File: src/rtl/countdown_timer.sv
// Preset-loaded down counter with start/stop/clear pulses, a one-cycle expiry
// strobe, and optional auto-reload of the last preset.
module countdown_timer #(
  parameter int unsigned DATA_WIDTH  = 16,
  parameter int unsigned AUTO_RELOAD = 0
) (
  input  logic                  clk,
  input  logic                  reset_n,
  input  logic                  clear,
  input  logic                  load,
  input  logic [DATA_WIDTH-1:0] load_value,
  input  logic                  start,
  input  logic                  stop,
  output logic [DATA_WIDTH-1:0] count,
  output logic                  running,
  output logic                  done,
  output logic                  expired
);

  typedef enum logic [1:0] {
    IDLE   = 2'd0,
    RUN    = 2'd1,
    PAUSED = 2'd2,
    DONE   = 2'd3
  } state_t;

  localparam bit RELOAD_EN = (AUTO_RELOAD != 0);

  state_t                state;
  logic [DATA_WIDTH-1:0] reload;
  logic                  start_ok;
  logic                  decrement;
  logic                  terminal;
  logic                  rearm;

  always_comb begin
    start_ok  = 1'b0;
    decrement = 1'b0;
    terminal  = 1'b0;
    rearm     = 1'b0;
    start_ok  = start && (state == IDLE || state == PAUSED) && (count != '0);
    // A RUN state holding zero only happens in auto-reload, awaiting the reload edge.
    decrement = start_ok || (state == RUN && count != '0);
    terminal  = (count == DATA_WIDTH'(1));
    rearm     = RELOAD_EN && (reload != '0);
  end

  always_ff @(posedge clk or negedge reset_n) begin
    if (!reset_n) begin
      state   <= IDLE;
      count   <= '0;
      reload  <= '0;
      running <= 1'b0;
      done    <= 1'b0;
      expired <= 1'b0;
    end else begin
      expired <= 1'b0;
      if (clear) begin
        state   <= IDLE;
        count   <= '0;
        reload  <= '0;
        running <= 1'b0;
        done    <= 1'b0;
      end else if (load) begin
        state   <= IDLE;
        count   <= load_value;
        reload  <= load_value;
        running <= 1'b0;
        done    <= 1'b0;
      end else if (stop) begin
        if (state == RUN) begin
          state   <= PAUSED;
          running <= 1'b0;
        end
      end else if (decrement) begin
        count <= count - DATA_WIDTH'(1);
        if (terminal) begin
          expired <= 1'b1;
          if (rearm) begin
            state   <= RUN;
            running <= 1'b1;
          end else begin
            state   <= DONE;
            running <= 1'b0;
            done    <= 1'b1;
          end
        end else begin
          state   <= RUN;
          running <= 1'b1;
        end
      end else if (state == RUN) begin
        count <= reload;
      end
    end
  end

endmodule

File: config.mk
export PLATFORM = sky130hd
export DESIGN_NAME = countdown_timer
export DESIGN_NICKNAME = d
export VERILOG_FILES = /design/src/rtl/countdown_timer.sv
export SDC_FILE = /design/constraint.sdc
export NUM_CORES = 1
export LEC_CHECK = 0
export ABC_AREA = 1
export BUFFER_PORTS_ARGS = -buffer_cell sky130_fd_sc_hd__buf_4
export CORE_UTILIZATION = 55
export DETAILED_ROUTE_END_ITERATION = 16
export PLACE_DENSITY = 0.84
export SLEW_MARGIN = 20
export SYNTH_ARGS = -nofsm -noshare
export SYNTH_HDL_FRONTEND = slang
export SYNTH_SLANG_ARGS = --single-unit
File: constraint.sdc
create_clock -name clk -period 1.91 [get_ports clk]
set_input_delay 0.2865 -clock clk [delete_from_list [all_inputs] [get_ports clk]]
set_output_delay 0.2865 -clock clk [all_outputs]
set_load 0.005 [all_outputs]
# Word level (Yosys, flattened, before mapping)
# Cells that the tools add are included.
# W data, S select, Z words.
classes:
  add_sub_neg: 1
  n_eq_ne: 5
  mux: 29
  n_reduce_logical: 15
op_table:
  columns: ["operator", "n"]
  rows:
  - ["$mux W16", 7]
  - ["$eq A16 B1 Y1 const B", 1]
  - ["$mux W1", 16]
  - ["$reduce_bool A16 Y1", 1]
  - ["$sub A16 B1 Y16 const B", 1]
  - ["$mux W2", 6]
  - ["$reduce_bool A4 Y1", 2]
  - ["$reduce_bool A3 Y1", 2]
  - ["$ne A4 B3 Y1 const B", 1]
  - ["$reduce_and A2 Y1", 2]
  - ["$logic_and A1 B1 Y1", 3]
  - ["$ne A3 B3 Y1 const B", 1]
  - ["$reduce_and A3 Y1", 1]
  - ["$eq A2 B1 Y1 const B", 1]
  - ["$eq A2 B2 Y1 const B", 1]
  - ["$logic_not A2 Y1", 1]
  - ["$logic_or A1 B1 Y1", 2]
  - ["$reduce_bool A2 Y1", 1]
word_totals:
  reg_bits: 37

# Logic depth before layout (Yosys ltp)
# Gate-level depths: netlist of run 1.
logic_depth:
  ltp_word: 9
  ltp_mapped: 12
  depth_no_buf: 11

# Worst setup path before layout of run 1
# Ideal clock, no wire load.
synth_path:
  path_type: "reg2reg"
  startpoint: "register count[0]"
  endpoint: "register count[13]"
  arrival_time_ps: 1392
  required_time_ps: 1794
  setup_slack_ps: 401
  stages_incl_launch_ff: 13
  path_cell_list: "dfrtp_1 inv_1 ha_1 nand2_1 nor2_1 nand2_2 nand2_4 nand2_2 nand2_4 buf_8 nor2_1 nand2_1 nand2_1"
synth_between:
  elab_chain_cells: 7
synth_rtl:
  columns: ["item", "line", "source"]
  rows:
  - ["start: declaration", "14", "output logic [DATA_WIDTH-1:0] count,"]
  - ["start signal: assignment", "66", "count <= load_value;"]
  - ["start signal: assignment", "76", "count <= count - DATA_WIDTH'(1);"]
  - ["start signal: assignment", "92", "count <= reload;"]
  - ["branches (longest 7 deep; another with $sub A16 B1 Y16)", null, null]
# Parallel ways; which one is timed is not known. The select of a mux whose other input is x is not followed.
# A chain may end at the register's enable or synchronous reset.

# Worst setup path after layout of run 1
layout_path:
  startpoint: "register count[0]"
  endpoint: "register count[14]"
# The elaborated chain is that of the path after synthesis.

==> reports/results.txt, run 1 <==
Num CTS Buffers: 5
Max-cap violations: 0
Final Hold Vio Count: 0
Distinct cells, synth: 25
Crit path launch: count[0]$_DFFE_PN0P_
Hold Path Stages: 3
Core Area: 3771 um2
Pre-CTS setup slack: 0.1603 ns
First-pass GRT wire length: 8976 um
FILL cells: 315
Slew headroom: 68.74%
CTS tree: done
Routed vias: 2136
Share of layout cells above drive strength 1: 16.35%
Yosys Warn Count: 0
Seq/Total Area, Yosys: 41.78%
Chip height: 65.48 um
Crit path DAT: 1.88 ns
R2R Setup Slk: 0.21 ns
Power Density: 813.1 nW/um2
DRT Pass-1 Iters: 4
Initial core utilization: 58.76%
Maximum fanout along the worst path: 30
Antenna cells: 0
Number of cells on the critical path: 11
Area delta synth->final: 18.86%
Final instance area: 2634 um2
Setup ws final: 0.2145 ns
Crit. End Element: flop
Max VDD drop: 415.2 uV
Die ar.: 4287 um2
Synthesized area per cell: 6.839 um2
Highest Clock Rate: 0.5898 GHz
Reg clk slew, reported paths: 0.07 ns
Vias in the first global route: 2074
H-tree levels: 2
Drt total wl: 5065 um
Final RePlAce weighted congestion: 0.9499
Routed wire length per instance: 12.20 um
Initial antenna violation count: 0
All-Layer GR Usage: 27.45%
RSZ-0062 raised after global routing: true
CTS root buf: clkbuf_8
CTS Sinks: 37
Largest stage delay, worst path: 0.43 ns
Slew Viols, Final: 0
Run status: finished, final reports clean
Mapped Nets: 349
Worst skew pair latency: 0.29 ns
Synthesized area: 2216 um2
CP Capture Point: count[14]$_DFFE_PN0P_
CP dominant cell by count: nand2_1
I/O pin total: 41
Final setup viols: 0
Delay-heaviest family, CP: simple AND/OR/NAND/NOR gates
Worst-margin pin slew: 0.4689 ns
Mapped Cells: 324
Final period util: 88.77%
DP Wirelength: 3698 um
Reg-to-Reg End: count[14]$_DFFE_PN0P_
Worst EP required: 2.10 ns
Placement Cell Area: 2535 um2
Routed vias/inst: 5.147
Largest net degree at the start of global routing: 38
DRC violations left: 0
Row count: 22
Grt ovf: 0
Lkg Pwr: 1.449 nW
Worst R2R Start: count[0]$_DFFE_PN0P_
Final hold slack: 0.2636 ns
Post-synthesis register bit count: 37
Cell count of the worst reg-to-reg path: 11
CP Launch Type: flop
Die Wd: 65.48 um
PortBufs: 40
Post-DRT Antenna Nets: 0
Hold WC Path Type: input port to flop
Worst Path Buf+Inv: 1
Critical path type: flop to flop
Clk buf depth: 2
Tmin final: 1.696 ns
CP Cell Sequence: inv_1 -> ha_1 -> nand2_1 -> nor2_1 -> nand2_2 -> nand2_4 -> nand2_2 -> nand2_8 -> nor2_1 -> nand2_1 -> nand2_1
Setup clock skew after layout: 0.005231 ns
Nets: 391
Slowest cell on the critical path: dfrtp_1
Initial DRC count: 138
## what timing repair did
| action | 4_1_cts | 5_1_grt |
|---|---|---|
| hold buffers | 1 | 0 |
| resized for setup | 0 | 1 |
| endpoints found under the hold margin | 37 | 0 |
| buffers inserted | 0 | 0 |
| endpoints found under the setup margin | 0 | 13 |
## per-stage QoR
stage / std cells / power (W) / utilization (%) / setup TNS [ns]
after floorplan: 324 / 0.001387 / - / 0
final: 415 / 0.002142 / 69.84 / 0
after CTS: 415 / 0.002142 / 69.61 / 0
after global placement: 406 / 0.001587 / 67.22 / 0
after global routing: 415 / 0.002284 / 69.84 / -0.004025
after detailed placement: 406 / 0.001607 / 67.22 / 0
## cells in the mapped netlist
master,instances,area (um2)
o21ai_0,30,150.1
inv_1,25,93.84
buf_8,1,15.01
nand3b_1,1,7.510
xnor2_1,2,17.52
a21oi_1,3,15.01
xor2_1,4,35.03
nor2_4,1,11.26
nand2_1,105,394.1
buf_1,1,3.750
nand2_2,3,18.77
or2_2,1,6.260
nand4_1,3,18.77
nand3_1,20,100.1
nand2_4,2,22.52
nand3_2,1,10.01
o21ai_1,3,15.01
clkbuf_1,4,15.01
ha_1,3,37.54
buf_6,2,22.52
inv_2,2,7.510
nor2_1,67,251.5
dfrtp_1,37,925.9
nor2_2,1,6.260
buf_4,2,15.01
## power by group
group	total, W	leakage [nW]	internal [W]	switching (W)
Combinational	0.000665	0.923	0.000268	0.000397
Clock	0.000541	0.0395	0.000260	0.000281
Sequential	0.000935	0.486	0.000854	0.0000816
## layer usage
metal / routed length, um / GRT usage, %
met2: 2384 / 45.10
met5: 0 / 0
met3: 250 / 5.382
met1: 2363 / 36.51
met4: 67 / 8.152
## state kept, by name (all words and copies together), names as in the netlist
name and cells:
count 16, done 1, expired 1, reload 16, running 1, state 2
## worst min-delay path by stage
stage	from	to	slack [ns]
detailed placement	reset_n	state[0]$_DFFE_PN0P_	0.28
finish	load_value[0]	reload[0]$_DFFE_PN0N_	0.26
global placement	reset_n	state[0]$_DFFE_PN0P_	0.27
CTS	load_value[0]	reload[0]$_DFFE_PN0N_	0.26
floorplan	reset_n	count[0]$_DFFE_PN0P_	-0.009
global route	load_value[0]	reload[0]$_DFFE_PN0N_	0.30
## layout make-up
type                       instances  area (um2)  share of cell area [%]
clock buffer                       8       80.08                   3.040
inverter                          27       101.3                   3.848
multi-input combinational        250        1126                   42.76
sequential                        37       925.9                   35.15
tap                               48       60.06                   2.280
timing repair buffer              45       340.3                   12.92
## worst reg2reg max path: cells and delay by family, from the launching register on
kind / cells / cell delay, ns
flip-flops: 1 / 0.43
AND/OR/NAND/NOR: 9 / 0.84
adder cells (fa/ha/maj): 1 / 0.17
buffers and inverters: 1 / 0.15
## kinds of logic after synthesis
kind of cell | share of synthesized area, %
AOI/OAI and AO/OA | 8.130
xor gates and xnor gates | 2.372
adders and majority gates | 1.694
buffers and inverters | 7.792
DFF | 41.78
and+or+nand+nor | 38.23
## cell usage in the layout, fill, tap and decap left out
cell type / count
a21oi_1: 3
buf_4: 44
clkbuf_1: 3
clkbuf_8: 5
dfrtp_1: 37
dlygate4sd3_1: 1
ha_1: 3
inv_1: 25
inv_2: 2
nand2_1: 105
nand2_2: 3
nand2_4: 1
nand2_8: 1
nand3_1: 20
nand3_2: 1
nand3b_1: 1
nand4_1: 3
nor2_1: 67
nor2_2: 1
nor2_4: 1
o21ai_0: 30
o21ai_1: 3
or2_2: 1
xnor2_1: 2
xor2_1: 4
Note: power is estimated with default switching activity, not from simulation.
==> run 2: changes to the inputs <==
- CELL_PAD_IN_SITES_DETAIL_PLACEMENT: default -> 0
- CELL_PAD_IN_SITES_GLOBAL_PLACEMENT: default -> 1
- CORE_ASPECT_RATIO: default -> 1.5
- CORE_UTILIZATION: 55 -> 39
==> reports/results.txt, run 2 (synthesis results as in run 1) <==
Run status: finished, final reports clean (unchanged)
Setup ws final: 0.1685 ns (was 0.2145 ns)
Delay-heaviest family, CP: simple AND/OR/NAND/NOR gates (unchanged)
Nets: 399 (was 391)
Initial antenna violation count: 0 (unchanged)
Slew Viols, Final: 0 (unchanged)
Setup TNS Final: 0 ns (unchanged)
Multi-input gate area: 1129 um2 (was 1126 um2)
Area delta synth->final: 24.68% (was 18.86%)
Die ar.: 5994 um2 (was 4287 um2)
CTS root buf: clkbuf_8 (unchanged)
Row count: 33 (was 22)
CP dominant cell by count: nand2_1 (unchanged)
Hold WC Path Type: input port to flop (unchanged)
Lkg Pwr: 1.509 nW (was 1.449 nW)
Slowest cell on the critical path: dfrtp_1 (unchanged)
Maximum fanout along the worst path: 14 (was 30)
Largest stage delay, worst path: 0.45 ns (was 0.43 ns)
Tmin final: 1.741 ns (was 1.696 ns)
DRT Pass-1 Iters: 4 (unchanged)
DP Wirelength: 4435 um (was 3698 um)
Worst-margin pin slew: 0.5015 ns (was 0.4689 ns)
Reg-to-Reg End: count[1]$_DFFE_PN0P_ (was count[14]$_DFFE_PN0P_)
Drt total wl: 6034 um (was 5065 um)
Core Area: 5450 um2 (was 3771 um2)
PortBufs: 40 (unchanged)
FILL cells: 592 (was 315)
H-tree levels: 2 (unchanged)
Final instance area: 2763 um2 (was 2634 um2)
RSZ-0062 raised after global routing: false (was true)
Utilization after layout: 50.69% (was 69.84%)
Final period util: 91.18% (was 88.77%)
Routed wire length per instance: 13.56 um (was 12.20 um)
Final RePlAce weighted congestion: 0.8362 (was 0.9499)
Antenna cells: 0 (unchanged)
Chip height: 94.32 um (was 65.48 um)
Placement Cell Area: 2623 um2 (was 2535 um2)
Die Wd: 63.55 um (was 65.48 um)
I/O pin total: 41 (unchanged)
Routed vias/inst: 4.843 (was 5.147)
Final setup viols: 0 (unchanged)
Share of layout cells above drive strength 1: 18.93% (was 16.35%)
Hold_sp: load_value[0] (unchanged)
Largest regs: count x16, reload x16, state x2 (unchanged)
Endpoint, Worst Hold: reload[0]$_DFFE_PN0N_ (unchanged)
Commonest non-fill, non-tap cell in the layout: nand2_1 (unchanged)
Cell count of the worst reg-to-reg path: 10 (was 11)
All-Layer GR Usage: 22.53% (was 27.45%)
Critical path type: flop to flop (unchanged)
Vias in the first global route: 2117 (was 2074)
Worst EP required: 2.09 ns (was 2.10 ns)
Reg area: 925.9 um2 (unchanged)
Worst skew pair latency: 0.29 ns (about the same)
Crit path DAT: 1.93 ns (was 1.88 ns)
CP Cell Sequence: inv_1 -> ha_1 -> nand2_1 -> nor2_1 -> nand2_2 -> nand3_2 -> o21ai_0 -> nand2_1 -> nand2_1 -> nand2_1 (was inv_1 -> ha_1 -> nand2_1 -> nor2_1 -> nand2_2 -> nand2_4 -> nand2_2 -> nand2_8 -> nor2_1 -> nand2_1 -> nand2_1)
Routed vias: 2155 (was 2136)
Hold Path Stages: 3 (unchanged)
DRC violations left: 0 (unchanged)
Final Hold Vio Count: 0 (unchanged)
CTS Sinks: 37 (unchanged)
CTS tree: done (unchanged)
CP Launch Type: flop (unchanged)
Worst Path Buf+Inv: 1 (unchanged)
Reg clk slew, reported paths: 0.07 ns (about the same)
Highest Clock Rate: 0.5742 GHz (was 0.5898 GHz)
First-pass GRT wire length: 10090 um (was 8976 um)
Grt ovf: 0 (unchanged)
R2R Setup Slk: 0.17 ns (was 0.21 ns)
Clk buf depth: 2 (unchanged)
Post-DRT Antenna Nets: 0 (unchanged)
Worst R2R Start: count[0]$_DFFE_PN0P_ (unchanged)
Max VDD drop: 422.3 uV (was 415.2 uV)
Max-cap violations: 0 (unchanged)
Num CTS Buffers: 5 (unchanged)
Initial core utilization: 40.66% (was 58.76%)
Initial DRC count: 101 (was 138)
Slew headroom: 66.57% (was 68.74%)
Largest net degree at the start of global routing: 38 (unchanged)
Commonest cells after routing, fill and taps aside: nand2_1 (105), nor2_1 (66), buf_4 (52) (was nand2_1 (105), nor2_1 (67), buf_4 (44))
Power Density: 857.2 nW/um2 (was 813.1 nW/um2)
Crit. End Element: flop (unchanged)
Setup clock skew after layout: 0.005946 ns (was 0.005231 ns)
Pre-CTS setup slack: 0.1243 ns (was 0.1603 ns)
[run 2: how the worst max path moves through the flow]
stage,start,endpoint,slack [ns],cells past startpoint
3_3_place_gp,count[0]$_DFFE_PN0P_,count[13]$_DFFE_PN0P_,0.16,11
3_5_place_dp,count[0]$_DFFE_PN0P_,count[1]$_DFFE_PN0P_,0.12,11
2_1_floorplan,count[0]$_DFFE_PN0P_,count[13]$_DFFE_PN0P_,0.40,12
6_report,count[0]$_DFFE_PN0P_,count[1]$_DFFE_PN0P_,0.17,10
5_1_grt,count[0]$_DFFE_PN0P_,count[2]$_DFFE_PN0P_,0.005,10
4_1_cts,count[0]$_DFFE_PN0P_,count[1]$_DFFE_PN0P_,0.11,11
[run 2: worst register-to-register path, stage by stage (launching register included)]
cell	delay (ns)
dfrtp_1	0.45
inv_1	0.13
ha_1	0.21
nand2_1	0.06
nor2_1	0.05
nand2_2	0.11
nand3_2	0.27
o21ai_0	0.17
nand2_1	0.06
nand2_1	0.08
nand2_1	0.05
[run 2: repair_timing]
action                     CTS  global route
resized for setup            0             4
setup endpoints to repair    0            16
setup buffers                0             0
hold endpoints to repair    37             0
hold buffers                 1             0
[run 2: final cells by class]
cell class / count / area share, %
flip-flops and latches: 37 / 33.51
multi-input cells: 250 / 40.85
clock buffers: 7 / 3.125
clock inverters: 1 / 1.087
repair buffers: 53 / 14.49
well taps: 70 / 3.170
inverters: 27 / 3.759
[run 2: through the flow]
stage / hold WS, ns / cells / power [W]
after floorplan: -0.009091 / 324 / 0.001387
final: 0.2730 / 445 / 0.002368
after global routing: 0.2745 / 445 / 0.002532
after CTS: 0.2727 / 445 / 0.002393
after detailed placement: 0.2936 / 436 / 0.001667
after global placement: 0.2921 / 436 / 0.001660
[run 2: metal layers]
layer | global-route usage (%) | part of all wire [%]
met3 | 4.733 | 3.0
met5 | 0 | 0
met4 | 10.98 | 3.1
met2 | 41.40 | 54
met1 | 24.03 | 39
[run 2: where the power goes]
group | switching, W | leakage [nW] | internal, W
sequential | 0.0000666 | 0.486 | 0.000854
clock | 0.000289 | 0.0585 | 0.000426
combinational | 0.000436 | 0.965 | 0.000297
total | 0.000792 | 1.51 | 0.00158
